`src/rtl/stumps_bist_engine.sv`:
```
// STUMPS logic-BIST controller: a PRPG feeds the scan chains through a phase
// shifter, and a MISR compacts the chain tails over NUM_ROUNDS shift/capture rounds.
module stumps_bist_engine #(
    parameter int NUM_CHAINS = 4,
    parameter int SHIFT_CNT  = 24,
    parameter int NUM_ROUNDS = 100,
    parameter int PRPG_SIZE  = 16,
    parameter int MISR_SIZE  = 16
) (
    input  logic                  clk,
    input  logic                  masterRstN,
    input  logic                  start,
    input  logic                  abort,
    input  logic [PRPG_SIZE-1:0]  prpgPoly,
    input  logic [PRPG_SIZE-1:0]  prpgSeed,
    input  logic [MISR_SIZE-1:0]  misrPoly,
    input  logic [MISR_SIZE-1:0]  misrSeed,
    input  logic [MISR_SIZE-1:0]  goldenSig,
    output logic [NUM_CHAINS-1:0] scanIn,
    input  logic [NUM_CHAINS-1:0] scanOut,
    output logic                  NbarT,
    output logic                  busy,
    output logic                  done,
    output logic                  pass,
    output logic [MISR_SIZE-1:0]  signature,
    output logic [2:0]            fsm_state
);

    // start and abort are single-cycle level requests sampled on the rising edge;
    // start counts only in IDLE/DONE, abort only while busy, and abort wins over start.

    typedef enum logic [2:0] {
        IDLE    = 3'd0,
        INIT    = 3'd1,
        SHIFT   = 3'd2,
        CAPTURE = 3'd3,
        UNLOAD  = 3'd4,
        COMPARE = 3'd5,
        DONE    = 3'd6
    } state_t;

    localparam int SW = $clog2(SHIFT_CNT + 1);
    localparam int RW = $clog2(NUM_ROUNDS + 1);
    localparam logic [SW-1:0] SHIFT_LAST = SW'(SHIFT_CNT - 1);
    localparam logic [RW-1:0] ROUND_LAST = RW'(NUM_ROUNDS - 1);

    state_t               state;
    logic [PRPG_SIZE-1:0] prpg;
    logic [MISR_SIZE-1:0] misr;
    logic [PRPG_SIZE-1:0] prpg_poly_q;
    logic [MISR_SIZE-1:0] misr_poly_q;
    logic [MISR_SIZE-1:0] golden_q;
    logic [SW-1:0]        shift_cnt;
    logic [RW-1:0]        round_cnt;
    logic [PRPG_SIZE-1:0] prpg_next;
    logic [MISR_SIZE-1:0] misr_next;

    assign prpg_next = {prpg[PRPG_SIZE-2:0], ^(prpg & prpg_poly_q)};
    assign misr_next = {misr[MISR_SIZE-2:0], ^(misr & misr_poly_q)} ^ MISR_SIZE'(scanOut);

    // Phase shifter spreads the chains evenly along the PRPG.
    for (genvar k = 0; k < NUM_CHAINS; k++) begin : g_phase
        localparam int TAP = (k * PRPG_SIZE) / NUM_CHAINS;
        assign scanIn[k] = prpg[TAP];
    end

    assign signature = misr;
    assign fsm_state = state;

    always_ff @(posedge clk or negedge masterRstN) begin
        if (!masterRstN) begin
            state       <= IDLE;
            prpg        <= '0;
            misr        <= '0;
            prpg_poly_q <= '0;
            misr_poly_q <= '0;
            golden_q    <= '0;
            shift_cnt   <= '0;
            round_cnt   <= '0;
            NbarT       <= 1'b0;
            busy        <= 1'b0;
            done        <= 1'b0;
            pass        <= 1'b0;
        end else if (abort && busy) begin
            state <= IDLE;
            NbarT <= 1'b0;
            busy  <= 1'b0;
            done  <= 1'b0;
            pass  <= 1'b0;
        end else begin
            case (state)
                IDLE, DONE: begin
                    if (start) begin
                        state <= INIT;
                        busy  <= 1'b1;
                        done  <= 1'b0;
                        pass  <= 1'b0;
                    end
                end
                INIT: begin
                    // An all-zero seed would lock the PRPG up, so it becomes 1.
                    prpg        <= (prpgSeed == '0) ? PRPG_SIZE'(1) : prpgSeed;
                    misr        <= misrSeed;
                    prpg_poly_q <= prpgPoly;
                    misr_poly_q <= misrPoly;
                    golden_q    <= goldenSig;
                    shift_cnt   <= '0;
                    round_cnt   <= '0;
                    NbarT       <= 1'b1;
                    state       <= SHIFT;
                end
                SHIFT: begin
                    prpg <= prpg_next;
                    misr <= misr_next;
                    if (shift_cnt == SHIFT_LAST) begin
                        shift_cnt <= '0;
                        NbarT     <= 1'b0;
                        state     <= CAPTURE;
                    end else begin
                        shift_cnt <= shift_cnt + 1'b1;
                    end
                end
                CAPTURE: begin
                    round_cnt <= round_cnt + 1'b1;
                    NbarT     <= 1'b1;
                    state     <= (round_cnt == ROUND_LAST) ? UNLOAD : SHIFT;
                end
                UNLOAD: begin
                    prpg <= prpg_next;
                    misr <= misr_next;
                    if (shift_cnt == SHIFT_LAST) begin
                        shift_cnt <= '0;
                        NbarT     <= 1'b0;
                        state     <= COMPARE;
                    end else begin
                        shift_cnt <= shift_cnt + 1'b1;
                    end
                end
                COMPARE: begin
                    pass  <= (misr == golden_q);
                    busy  <= 1'b0;
                    done  <= 1'b1;
                    state <= DONE;
                end
                default: begin
                    state <= IDLE;
                    NbarT <= 1'b0;
                    busy  <= 1'b0;
                end
            endcase
        end
    end

endmodule

```
`config.mk`:
```
export PLATFORM = sky130hd
export DESIGN_NAME = stumps_bist_engine
export DESIGN_NICKNAME = d
export VERILOG_FILES = /design/src/rtl/stumps_bist_engine.sv
export SDC_FILE = /design/constraint.sdc
export NUM_CORES = 1
export LEC_CHECK = 0
export CORE_MARGIN = 8
export CORE_UTILIZATION = 51
export CTS_BUF_LIST = sky130_fd_sc_hd__clkbuf_16
export CTS_CLUSTER_SIZE = 24
export DETAILED_ROUTE_END_ITERATION = 8
export PLACE_DENSITY = 0.81
export SYNTH_ARGS = -nofsm -noshare
export SYNTH_HDL_FRONTEND = slang
export SYNTH_SLANG_ARGS = --single-unit
```
`constraint.sdc`:
```
create_clock -name clk -period 2.3 [get_ports clk]
set_input_delay 0.69 -clock clk [delete_from_list [all_inputs] [get_ports clk]]
set_output_delay 0.69 -clock clk [all_outputs]
set_load 0.05 [all_outputs]
```
==> impl_results.md, run 1 <==
- PwrDens: 1468 mW/mm²
- R2r setup slk: 0.32 ns
- FF-to-FF End: signature[0]$_DFFE_PN0P_
- Vias/cell: 5.439
- Initial DRC count: 205
- RD Place Congestion: 0.8517
- Final Power: 9774 µW
- CP Buf/Inv Count: 1
- Worst slew margin: roughly 66%
- CP max stage cell: clkdlybuf4s50_1
- Leakage: 0.002888 µW
- Sequential element share of the synthesized area: 49.45%
- VDD IR max: 1.157 mV
- First-pass GRT wire length: 20600 µm
- Placed cells: between 700 and 800
- Wire length per cell: 17.33 µm
- Final period util: 98.52%
- Htree depth: 3
- Net count after synthesis: about 560
- Kind of critical path: reg -> out
- Worst-path clk slew: 0.06 ns
- Post-route DRC: 0
- # hold bufs at CTS: 0
- Worst EP arrival: 1.58 ns
- Worst R2R Path Depth: 5
- Root buffer cell: clkbuf_16
- TritonCTS buffer count: 9
- Asr flop ratio synth: 100.0%
- Critical-path maximum fanout: 4
- Initial antenna violation count: 0
- Worst-Skew Late Latency: 0.34 ns
- Initial core utilization: 51.97%
- Crit-path leading delay family: buffers and inverters
- Post-Syn Instances: 468
- Crit path required time: 1.61 ns
- Routed wire length: between 10000 and 15000 µm
- Synth cell types: 48
- Critical Path Start Type: flip-flop
- Max Cap Violations: 0
- Post-synthesis area per instance: 10.70 µm²
- Pin count of the biggest net entering global routing: 65
- Final Slew Violations: 0
- IO Pins: 115
- Total GRT Usage: roughly a fifth
- Die X: 115.1 µm
- Syn-to-layout area delta: 32.92%
- Vias in the first global route: 4187
- Via Count: 3927
- Main synth FF type: dfrtp_1
- R2r startpoint: fsm_state[0]$_DFFE_PN0P_
- PortBufs: 114
- Status: complete, no violations
- Antenna diode count: 0
- CP max stage delay: around 0.83 ns
- CTS Buffer Depth: 2
- Final Hold Vio Count: 0
- Global route overflow: 0
- Synthesis warning total: 0
- Worst-path cell chain: clkdlybuf4s50_1
- Core footprint: between 0.009 and 0.01 mm²
- Routed Antenna Nets: 0
- Fillers: 709
- Layout Cells excl Fill: 722
- Layout cells sized above 1: 10.53%
- Clk_skew: 0.006185 ns
- Hpwl dp: roughly 9300 µm
- Clk sinks: 99
- Synthesized cell area: roughly 0.005 mm²
- Number of synthesized flops with an enable pin: 0
- CTS tree: done
- Die Y: 115.1 µm
- Max Fclk: 441.3 MHz
- #FFs+latches synth: 99
- Min Clock Period, post-route: about 2.3 ns
- Die area: 0.01325 mm²
- DRT Pass-1 Iters: 5
- Hold crit path type: in -> async
- Row cnt: 36
- Setup crit end kind: output pin
- Nets: 675
- Worst Max-Slew Pin Slew: 0.5134 ns
- RSZ-0062 raised after global routing: false
- Endpoints failing setup: 0
[metrics by stage]
stage	TNS, ns	util [%]	hold slack, ns	worst slack [ns]	cell area (µm²)
3_3_place_gp	-5.943	65.50	0.4654	-0.1377	6314
2_1_floorplan	0	-	0.3944	0.3109	5010
6_report	0	69.08	0.1676	0.03410	6659
3_5_place_dp	-6.544	65.50	0.4732	-0.1805	6314
4_1_cts	0	69.06	0.1595	0.02477	6656
5_1_grt	0	69.08	0.1588	0.0002806	6659
[timing repair]
item,in CTS,in global routing
buffers inserted,0,0
gates resized for setup,0,1
endpoints found under the setup margin,0,1
[report_power, final]
part           leakage, µW  switching [µW]  internal, µW
logic              0.00149            2610          2180
registers          0.00122             739          2530
clock network     0.000174             642          1060
total              0.00289            3990          5780
[area by class of cell]
class                           count  area [µm²]  share of cell area, %
Clock buffer                        9       225.2                  3.382
Clock inverter                      7       117.6                  1.766
Inverter                            3       11.26                 0.1691
Multi-Input combinational cell    341        2377                  35.70
Sequential cell                    99        2477                  37.20
Tap cell                          133       166.4                  2.499
Timing Repair Buffer              130        1284                  19.28
[sequential cells by signal, indices dropped and copies added (netlist names)]
name / count
golden_q: 16
misr_poly_q: 16
prpg: 16
prpg_poly_q: 16
signature: 16
round_cnt: 7
shift_cnt: 5
fsm_state: 3
NbarT: 1
busy: 1
done: 1
pass: 1
[placed cells by master (no fill, tap or decap), drive strengths merged, types with 3 or more instances in the layout]
cell           instances
buf                   38
clkbuf                 9
nand3b                 3
clkdlybuf4s50         91
nor2b                  3
nor4                   7
mux2                  48
o21ai                 48
inv                    6
mux2i                 20
nand3                  6
dfrtp                 99
xor2                  20
xnor2                 30
nand2                 84
ha                     3
a21oi                 13
bufinv                 3
nor2                  19
a22oi                  9
[Yosys cell counts (2+ instances only)]
master / count / share of area [%]
xnor2_1: 29 / 5.1
dfrtp_1: 99 / 49
nand2_2: 3 / 0.37
nand2_1: 81 / 6.1
o21ai_1: 23 / 2.3
a41oi_1: 2 / 0.35
ha_1: 3 / 0.75
nor2_4: 2 / 0.45
or3_1: 2 / 0.25
buf_2: 4 / 0.40
nand2b_1: 2 / 0.25
nor2b_1: 3 / 0.37
nand3b_1: 3 / 0.45
nand4_1: 2 / 0.25
o21ai_0: 25 / 2.5
xor2_1: 19 / 3.3
clkbuf_1: 9 / 0.67
mux2i_1: 20 / 4.0
nor2_1: 17 / 1.3
buf_4: 12 / 1.8
mux2_1: 48 / 11
nand3_1: 6 / 0.60
a22oi_1: 9 / 1.3
inv_1: 2 / 0.15
o2111ai_1: 2 / 0.35
a21oi_1: 12 / 1.2
nor4_1: 7 / 0.87
o31ai_1: 2 / 0.30
[logic make-up after synthesis]
| group | share of synthesized area (%) |
|---|---|
| compound gates | 9.841 |
| xor+xnor | 9.491 |
| fa+ha+maj | 0.7493 |
| buf+inv | 3.097 |
| flops | 49.45 |
| mux | 14.79 |
| simple gates | 12.59 |
[layer usage]
metal / track usage [%] / wire [µm] / vias up
li1: - / - / 1855
met1: 23.65 / 5093 / 1936
met2: 33.79 / 6464 / 116
met3: 4.412 / 711 / 20
met4: 8.056 / 240 / 0
met5: 0 / 0 / -
[how the worst max path moves through the flow]
stage | depth (start not counted) | endpoint | startpoint | slack [ns]
finish | 1 | scanIn[3] | prpg[12]$_DFFE_PN0P_ | 0.03
detailed placement | 7 | misr_poly_q[8]$_DFFE_PN0P_ | abort | -0.18
floorplan | 7 | golden_q[10]$_DFFE_PN0P_ | abort | 0.31
global placement | 7 | golden_q[13]$_DFFE_PN0P_ | abort | -0.14
global route | 1 | scanIn[3] | prpg[12]$_DFFE_PN0P_ | 0.0003
CTS | 1 | scanIn[3] | prpg[12]$_DFFE_PN0P_ | 0.02
No activity file was read; power rests on OpenSTA's default activity.
==> inputs of run 2 (changes only) <==
--- a/config.mk
+++ b/config.mk
@@ -14,3 +14,4 @@
 export SYNTH_ARGS = -nofsm -noshare
 export SYNTH_HDL_FRONTEND = slang
 export SYNTH_SLANG_ARGS = --single-unit
+export TNS_END_PERCENT = 5
==> results of run 2 <==
The final DEF is identical to that of run 1; final timing and power are the same.
